===== src/rtl/elevador_call_arbiter.sv =====
// Upstream request stage for the 3-floor elevator: debounces call buttons, latches
// pending calls and presents one one-hot request at a time to the controller.
module elevador_call_arbiter #(
    parameter int DEBOUNCE_CYCLES = 16,
    parameter int CNT_W           = 5,
    parameter int PRESENT_MAX     = 64
) (
    input  logic       clk,
    input  logic       reset,
    input  logic [2:0] btn_raw,
    input  logic [2:0] floor_sns,
    input  logic       moving,
    output logic [2:0] req_p,
    output logic [2:0] lamp,
    output logic       busy,
    output logic [1:0] dbg_state
);

    localparam int PCNT_W = $clog2(PRESENT_MAX + 1);

    typedef enum logic [1:0] {
        ST_IDLE        = 2'd0,
        ST_PRESENT     = 2'd1,
        ST_WAIT_ARRIVE = 2'd2
    } state_t;

    logic [2:0]       r_sync1, r_sync2, r_deb, r_deb_d;
    logic [CNT_W-1:0] r_cnt [3];
    logic [2:0]       r_pend, r_lamp, r_req_p;
    state_t           r_state;
    logic [1:0]       r_target, r_rr;
    logic [PCNT_W-1:0] r_pcnt;
    logic             r_busy;

    logic [2:0] w_park, w_rise, w_eligible;
    logic [1:0] w_idx0, w_idx1, w_idx2, w_pick;

    function automatic logic [1:0] inc3(input logic [1:0] x);
        return (x == 2'd2) ? 2'd0 : x + 2'd1;
    endfunction

    // Counter only runs while the synced input disagrees with the accepted level.
    always_ff @(posedge clk) begin
        if (reset) begin
            r_sync1 <= '0;
            r_sync2 <= '0;
            r_deb   <= '0;
            r_deb_d <= '0;
            for (int i = 0; i < 3; i++) r_cnt[i] <= '0;
        end else begin
            r_sync1 <= btn_raw;
            r_sync2 <= r_sync1;
            r_deb_d <= r_deb;
            for (int i = 0; i < 3; i++) begin
                if (r_sync2[i] == r_deb[i]) begin
                    r_cnt[i] <= '0;
                end else if (r_cnt[i] == CNT_W'(DEBOUNCE_CYCLES - 1)) begin
                    r_deb[i] <= r_sync2[i];
                    r_cnt[i] <= '0;
                end else begin
                    r_cnt[i] <= r_cnt[i] + CNT_W'(1);
                end
            end
        end
    end

    assign w_park     = floor_sns & {3{~moving}};
    assign w_rise     = r_deb & ~r_deb_d;
    assign w_eligible = r_pend & ~floor_sns;

    always_comb begin
        w_idx0 = r_rr;
        w_idx1 = inc3(r_rr);
        w_idx2 = inc3(w_idx1);
        if (w_eligible[w_idx0])      w_pick = w_idx0;
        else if (w_eligible[w_idx1]) w_pick = w_idx1;
        else                         w_pick = w_idx2;
    end

    // A parked car clears its floor's call, and that clear beats a same-cycle press.
    always_ff @(posedge clk) begin
        if (reset) begin
            r_pend <= '0;
            r_lamp <= '0;
        end else begin
            r_pend <= (r_pend | w_rise) & ~w_park;
            r_lamp <= r_pend;
        end
    end

    always_ff @(posedge clk) begin
        if (reset) begin
            r_state  <= ST_IDLE;
            r_target <= '0;
            r_rr     <= '0;
            r_pcnt   <= '0;
            r_req_p  <= '0;
            r_busy   <= 1'b0;
        end else begin
            case (r_state)
                ST_IDLE: begin
                    if (!moving && w_eligible != 3'b000) begin
                        r_state  <= ST_PRESENT;
                        r_target <= w_pick;
                        r_pcnt   <= '0;
                        r_req_p  <= 3'b001 << w_pick;
                        r_busy   <= 1'b1;
                    end
                end
                ST_PRESENT: begin
                    if (moving) begin
                        r_state <= ST_WAIT_ARRIVE;
                        r_req_p <= '0;
                    end else if (!r_pend[r_target] || w_park[r_target]) begin
                        r_state <= ST_IDLE;
                        r_req_p <= '0;
                        r_busy  <= 1'b0;
                    end else if (r_pcnt == PCNT_W'(PRESENT_MAX - 1)) begin
                        // Give up on this floor for now; the call stays pending.
                        r_state <= ST_IDLE;
                        r_req_p <= '0;
                        r_busy  <= 1'b0;
                        r_rr    <= inc3(r_target);
                    end else begin
                        r_pcnt <= r_pcnt + PCNT_W'(1);
                    end
                end
                ST_WAIT_ARRIVE: begin
                    if (!moving && floor_sns != 3'b000) begin
                        r_state <= ST_IDLE;
                        r_busy  <= 1'b0;
                        if (floor_sns[r_target]) r_rr <= inc3(r_target);
                    end
                end
                default: begin
                    r_state <= ST_IDLE;
                    r_req_p <= '0;
                    r_busy  <= 1'b0;
                end
            endcase
        end
    end

    assign req_p     = r_req_p;
    assign lamp      = r_lamp;
    assign busy      = r_busy;
    assign dbg_state = r_state;

endmodule

===== config.mk =====
export PLATFORM = sky130hd
export DESIGN_NAME = elevador_call_arbiter
export DESIGN_NICKNAME = d
export VERILOG_FILES = /design/src/rtl/elevador_call_arbiter.sv
export SDC_FILE = /design/constraint.sdc
export NUM_CORES = 1
export LEC_CHECK = 0
export CORE_ASPECT_RATIO = 0.9
export CORE_MARGIN = 4
export CORE_UTILIZATION = 30
export CTS_CLUSTER_SIZE = 8
export DETAILED_ROUTE_END_ITERATION = 7
export GPL_TIMING_DRIVEN = 0
export SKIP_LAST_GASP = 1
export SYNTH_ARGS = -nofsm -noshare
export SYNTH_HDL_FRONTEND = slang
export SYNTH_SLANG_ARGS = --single-unit

===== constraint.sdc =====
create_clock -name clk -period 3.31 [get_ports clk]
set_clock_uncertainty 0.15 [all_clocks]
set_input_delay 0.331 -clock clk [delete_from_list [all_inputs] [get_ports clk]]
set_output_delay 0.331 -clock clk [all_outputs]
set_load 0.02 [all_outputs]

==> flow_summary.ini, run 1 <==
[layout]
multiInputGateArea_um2 = 1100
syn2layout_area_growth_pct = 19.6
fin_area_um2 = 2740
drive_gt1_share_pct = 6.32
layout_commonest_cell = dfxtp_1
fill_cells = 716
diodes = 0
finalNetCount = 284
final_util_pct = 37.9
final_cell_mix = dfxtp_1 (35), nor2_1 (24), clkdlybuf4s50_1 (17)
seq_area_um2 = 1150

[floorplanning]
core_area_um2 = 7220
fp.dieW_um = 100
fp.dieArea_um2 = 9100
fp-row-count = 29
die_y_um = 90.9
ioPinCount = 18
initial_core_util_pct = 31.7

[placed_design]
hpwl_um = 3350
gp_congestion = 0.787
placed_area_um2 = 2630
port-buffer-count = 17

[timing]
layout_worst_path_cycle_share_pct = 68.0
hold_ws_ns = 0.296
hold_violations = 0
post-route-min-period_ns = 2.25
worst_pin_slew_ns = 0.615
drv_slew = 0
rsz0062_at_grt = false
finalSetupViolations = 0
fin_tns_setup_ns = 0
max_freq_mhz = 444
slew_headroom_pct = 57.9

[synth]
synth_cell_type_count = 48
synth_area_um2 = 2290
synth_top_flop_cell = dfxtp_1
ys_async_sr_fraction_pct = 0
synth_edf_count = 15
syn_avg_cell_area_um2 = 9.96
synth-seq-area-share_pct = 50.2
yosys_warnings = 0
synthCells = 230
ys_seq_elements = 50

[grt]
grt_max_degree = 16
grt_pass1_vias = 1706
grtUsageTotal_pct = 10.9
antenna_found_initial = 0
overflow = 0
grt_pass1_wl_um = 8050

[critical_path]
reg2reg_setup_slack_ns = 1.30
worstPathCellList = clkdlybuf4s50_1, nand2b_1, a31oi_2, a21oi_1, a2111oi_0, o21bai_1
end_kind = flip-flop
cp.buffers_inverters = 1
max_stage_delay_ns = 0.57
cp-start-kind = primary input
critPathSlowestCell = a2111oi_0
crit_family = compound AO/OA/AOI/OAI gates
cp-startpoint = floor_sns[0]
critPathKind = in2reg
cp_max_fo = 5
worstPathRequired_ns = 3.39
cp_data_arrival_time_ns = 2.33
rr_startpoint = r_pend[0]$_SDFF_PP0_

[routing]
drt_iter0_drc = 97
post-route-drc-count = 0
firstDrtPassIters = 4
ant_nets = 0
wl_per_cell_um = 12.6
vias = 1714
routed_wl_um = 4560
avgViaCountPerCell = 4.73

[hold_path]
hp-class = reg2reg
worstHoldStart = r_sync1[0]$_SDFF_PP0_

[pwr]
p_leak_nw = 0.978
power-per-cell-area_nw_per_um2 = 407
peakVddDrop_mv = 0.154

[clock_network]
cts_root_buf = clkbuf_8
post_cts_buffers = 0
cts_buffer_depth = 2
cts_resized = 0
cts_hold_buf = 0
clock-sinks = 50
insertion_delay_ns = 0.30
htreeDepth = 2
path_clk_slew_ns = 0.09
cts_tree = yes
cts_buffers = 5

[run]
drv_cap = 0

[outcome]
status = completed
[flip-flops by register name (all words and copies together), names as in the netlist]
| signal | flops |
|---|---|
| r_cnt | 15 |
| r_pcnt | 7 |
| lamp | 3 |
| r_deb | 3 |
| r_deb_d | 3 |
| r_pend | 3 |
| r_sync1 | 3 |
| r_sync2 | 3 |
| req_p | 3 |
| dbg_state | 2 |
| r_rr | 2 |
| r_target | 2 |
| busy | 1 |
[per-stage QoR]
step / std cells / setup WS, ns / total power, mW
after floorplan: 244 / 1.52 / 0.688
after global placement: 354 / 0.815 / 0.709
after detailed placement: 354 / 0.810 / 0.710
after CTS: 362 / 1.08 / 1.13
after global routing: 362 / 0.855 / 1.17
final: 362 / 1.06 / 1.12
[layout make-up]
type | count | area share [%]
multi-input combinational | 173 | 40.3
clock inverter | 2 | 1.37
clock buffer | 6 | 2.65
sequential | 50 | 42.0
buffer | 5 | 1.00
inverter | 16 | 2.19
timing repair buffer | 17 | 6.21
tap | 93 | 4.25
[kinds of logic after synthesis]
kind of cell               Yosys count  share of synthesized area (%)
AOI/OAI and AO/OA                   47                           15.8
other                                1                          0.164
xor gates and xnor gates             9                           3.44
DFF                                 50                           50.2
buffers and inverters               21                           3.82
muxes                                6                           2.62
and+or+nand+nor                     89                           20.0
adders and majority gates            7                           3.82
[synthesized netlist by cell type (all sizes together) (2+ instances only)]
| cell type | instances | area [um^2] |
|---|---|---|
| a211o | 2 | 17.5 |
| a211oi | 2 | 15.0 |
| a21oi | 16 | 98.9 |
| a311oi | 2 | 17.5 |
| a31oi | 4 | 37.5 |
| and3 | 4 | 25.0 |
| buf | 3 | 20.0 |
| clkbuf | 2 | 7.51 |
| dfxtp | 35 | 701 |
| edfxtp | 15 | 450 |
| ha | 7 | 87.6 |
| inv | 16 | 60.1 |
| mux2i | 6 | 60.1 |
| nand2 | 12 | 45.0 |
| nand2b | 5 | 31.3 |
| nand3 | 13 | 65.1 |
| nand3b | 3 | 22.5 |
| nor2 | 24 | 90.1 |
| nor2b | 15 | 93.8 |
| nor3 | 4 | 20.0 |
| o21ai | 4 | 20.0 |
| o31a | 2 | 17.5 |
| o31ai | 2 | 15.0 |
| o32ai | 2 | 17.5 |
| o41ai | 2 | 17.5 |
| or3 | 4 | 25.0 |
| xnor2 | 6 | 52.6 |
| xor2 | 3 | 26.3 |
[routing by layer]
layer  global-route usage, %  routed length [um]
met5                       0                   0
met4                    3.14                  36
met3                    3.47                 272
met2                    16.0                1930
met1                    15.5                2320
[path summary, 6_finish.rpt]
kind                            cells after the start               endpoint
worst max-delay path                                6  req_p[1]$_SDFFE_PP0P_
worst min register to register                      1  r_sync2[0]$_SDFF_PP0_
worst min-delay path                                1  r_sync2[0]$_SDFF_PP0_
worst max register to register                      5  req_p[1]$_SDFFE_PP0P_
[power by group]
part	internal (mW)	switching (mW)
clock	0.225	0.194
combinational	0.0207	0.0274
sequential	0.641	0.00633
Power figures use the tool's default switching activity.
==> run 2: changes to the inputs <==
clock period = 2.2 ns   (was 3.31 ns; I/O delays follow)
==> run 2 against run 1 <==
Flip-flop and latch count unchanged. Via count fell by 0.93%. Design area rose by 0.23%. Largest power group unchanged.
==> flow_summary.ini, run 2 (synthesis gave the netlist of run 1 again) <==
[outcome]
status = completed

[clock_network]
clock-sinks = 50
cts_root_buf = clkbuf_8
insertion_delay_ns = 0.30
htreeDepth = 2
cts_tree = yes
cts_hold_buf = 0
path_clk_slew_ns = 0.09
cts_buffer_depth = 2
cts_buffers = 5
post_cts_buffers = 0

[layout]
finalNetCount = 284
top_register = r_cnt
layout_commonest_cell = dfxtp_1
diodes = 0
reg.largest.list = r_cnt x15, r_pcnt x7
largest_reg_flops = 15
fill_cells = 715
drive_gt1_share_pct = 6.69
final_cell_count_no_fill = 362
final_cell_mix = dfxtp_1 (35), nor2_1 (24), clkdlybuf4s50_1 (17)
syn2layout_area_growth_pct = 19.9
fin_area_um2 = 2750

[floorplanning]
ioPinCount = 18
fp-row-count = 29
die_y_um = 90.9
core_area_um2 = 7220
initial_core_util_pct = 31.7
fp.dieW_um = 100
fp.dieArea_um2 = 9100

[placed_design]
port-buffer-count = 17
dp_slack_ns = -0.189
placed_area_um2 = 2630
gp_congestion = 0.787
dp_cells = 354
hpwl_um = 3350

[critical_path]
critPathKind = in2reg
rr_startpoint = r_cnt[1][0]$_SDFFCE_PN0P_
cp_data_arrival_time_ns = 2.08
end_kind = flip-flop
cp-startpoint = floor_sns[2]
worstPathRequired_ns = 2.28
reg2reg_setup_slack_ns = 0.26
cp_max_fo = 10
cp-start-kind = primary input

[routing]
post-route-drc-count = 0
avgViaCountPerCell = 4.69
routed_wl_um = 4560
wl_per_cell_um = 12.6
drt_iter0_drc = 97
vias = 1698
ant_nets = 0
firstDrtPassIters = 4

[timing]
fin_ws_ns = 0.194
rsz0062_at_grt = false
drv_slew = 0
fin_tns_setup_ns = 0
layout_worst_path_cycle_share_pct = 91.2
max_freq_mhz = 499
slew_headroom_pct = 62.1
hold_ws_ns = 0.294
hold_violations = 0
finalSetupViolations = 0
worst_pin_slew_ns = 0.569
post-route-min-period_ns = 2.01

[pwr]
p_int_mw = 1.34
peakVddDrop_mv = 0.232
p_switching_mw = 0.344
p_leak_nw = 0.978
power-per-cell-area_nw_per_um2 = 611
pwr-share-seq_pct = 58.0
sw_frac_of_total_pct = 20.5
p_comb_share_pct = 4.3
pwr-share-clk_pct = 37.7

[grt]
antenna_found_initial = 0
grt_pass1_wl_um = 8050
overflow = 0
grtUsageTotal_pct = 10.9
grt_pass1_vias = 1706
grt_max_degree = 16

[hold_path]
hp-class = reg2reg
worstHoldStart = r_sync1[0]$_SDFF_PP0_

[run]
drv_cap = 0
==> run 2: final timing paths <==
kind / to / cells past startpoint
hold / removal: r_sync2[0]$_SDFF_PP0_ / 1
hold reg to reg: r_sync2[0]$_SDFF_PP0_ / 1
setup reg to reg: r_cnt[1][3]$_SDFFCE_PN0P_ / 5
setup / recovery: r_pcnt[5]$_SDFFE_PP0P_ / 6
==> run 2: worst max-delay path, cell delays in order <==
cell and delay [ns]:
clkdlybuf4s50_1 0.47, nand2b_1 0.25, nor3b_1 0.47, o211ai_4 0.22, o31a_1 0.33, a21oi_2 0.13
==> run 2: metrics by stage <==
stage / utilization (%) / total power [mW]
after CTS: 37.9 / 1.71
after global routing: 38.0 / 1.76
after floorplan: - / 1.03
final: 38.0 / 1.68
after detailed placement: 36.4 / 1.07
after global placement: 36.4 / 1.07
==> run 2: final cells by class <==
class / instances / area (um^2) / share of cell area (%)
inverter: 16 / 60.1 / 2.19
tap: 93 / 116 / 4.24
multi-input combinational: 173 / 1110 / 40.5
sequential: 50 / 1150 / 41.9
buffer: 5 / 27.5 / 1.00
clock inverter: 2 / 37.5 / 1.37
clock buffer: 6 / 72.6 / 2.64
timing repair buffer: 17 / 170 / 6.20
==> run 2: power groups by stage <==
stage               clock network (mW)  registers (mW)  logic, mW
detailed placement                   0           0.996     0.0720
global route                     0.704           0.977     0.0831
CTS                              0.658           0.975     0.0726
floorplan                            0           0.993     0.0410
global placement                     0           0.995     0.0715
finish                           0.632           0.974     0.0723
==> run 2: per-layer routing <==
metal	track usage [%]	vias up	part of all wire (%)
met2	16.0	30	42
met1	15.5	782	51
met4	3.14	0	0.79
li1	-	882	-
met5	0	-	0
met3	3.47	4	5.3
==> run 2: what timing repair did <==
item                                    in CTS  in global routing
gates resized for setup                      0                  2
endpoints found under the setup margin       0                  2
hold endpoints to repair                     0                  0
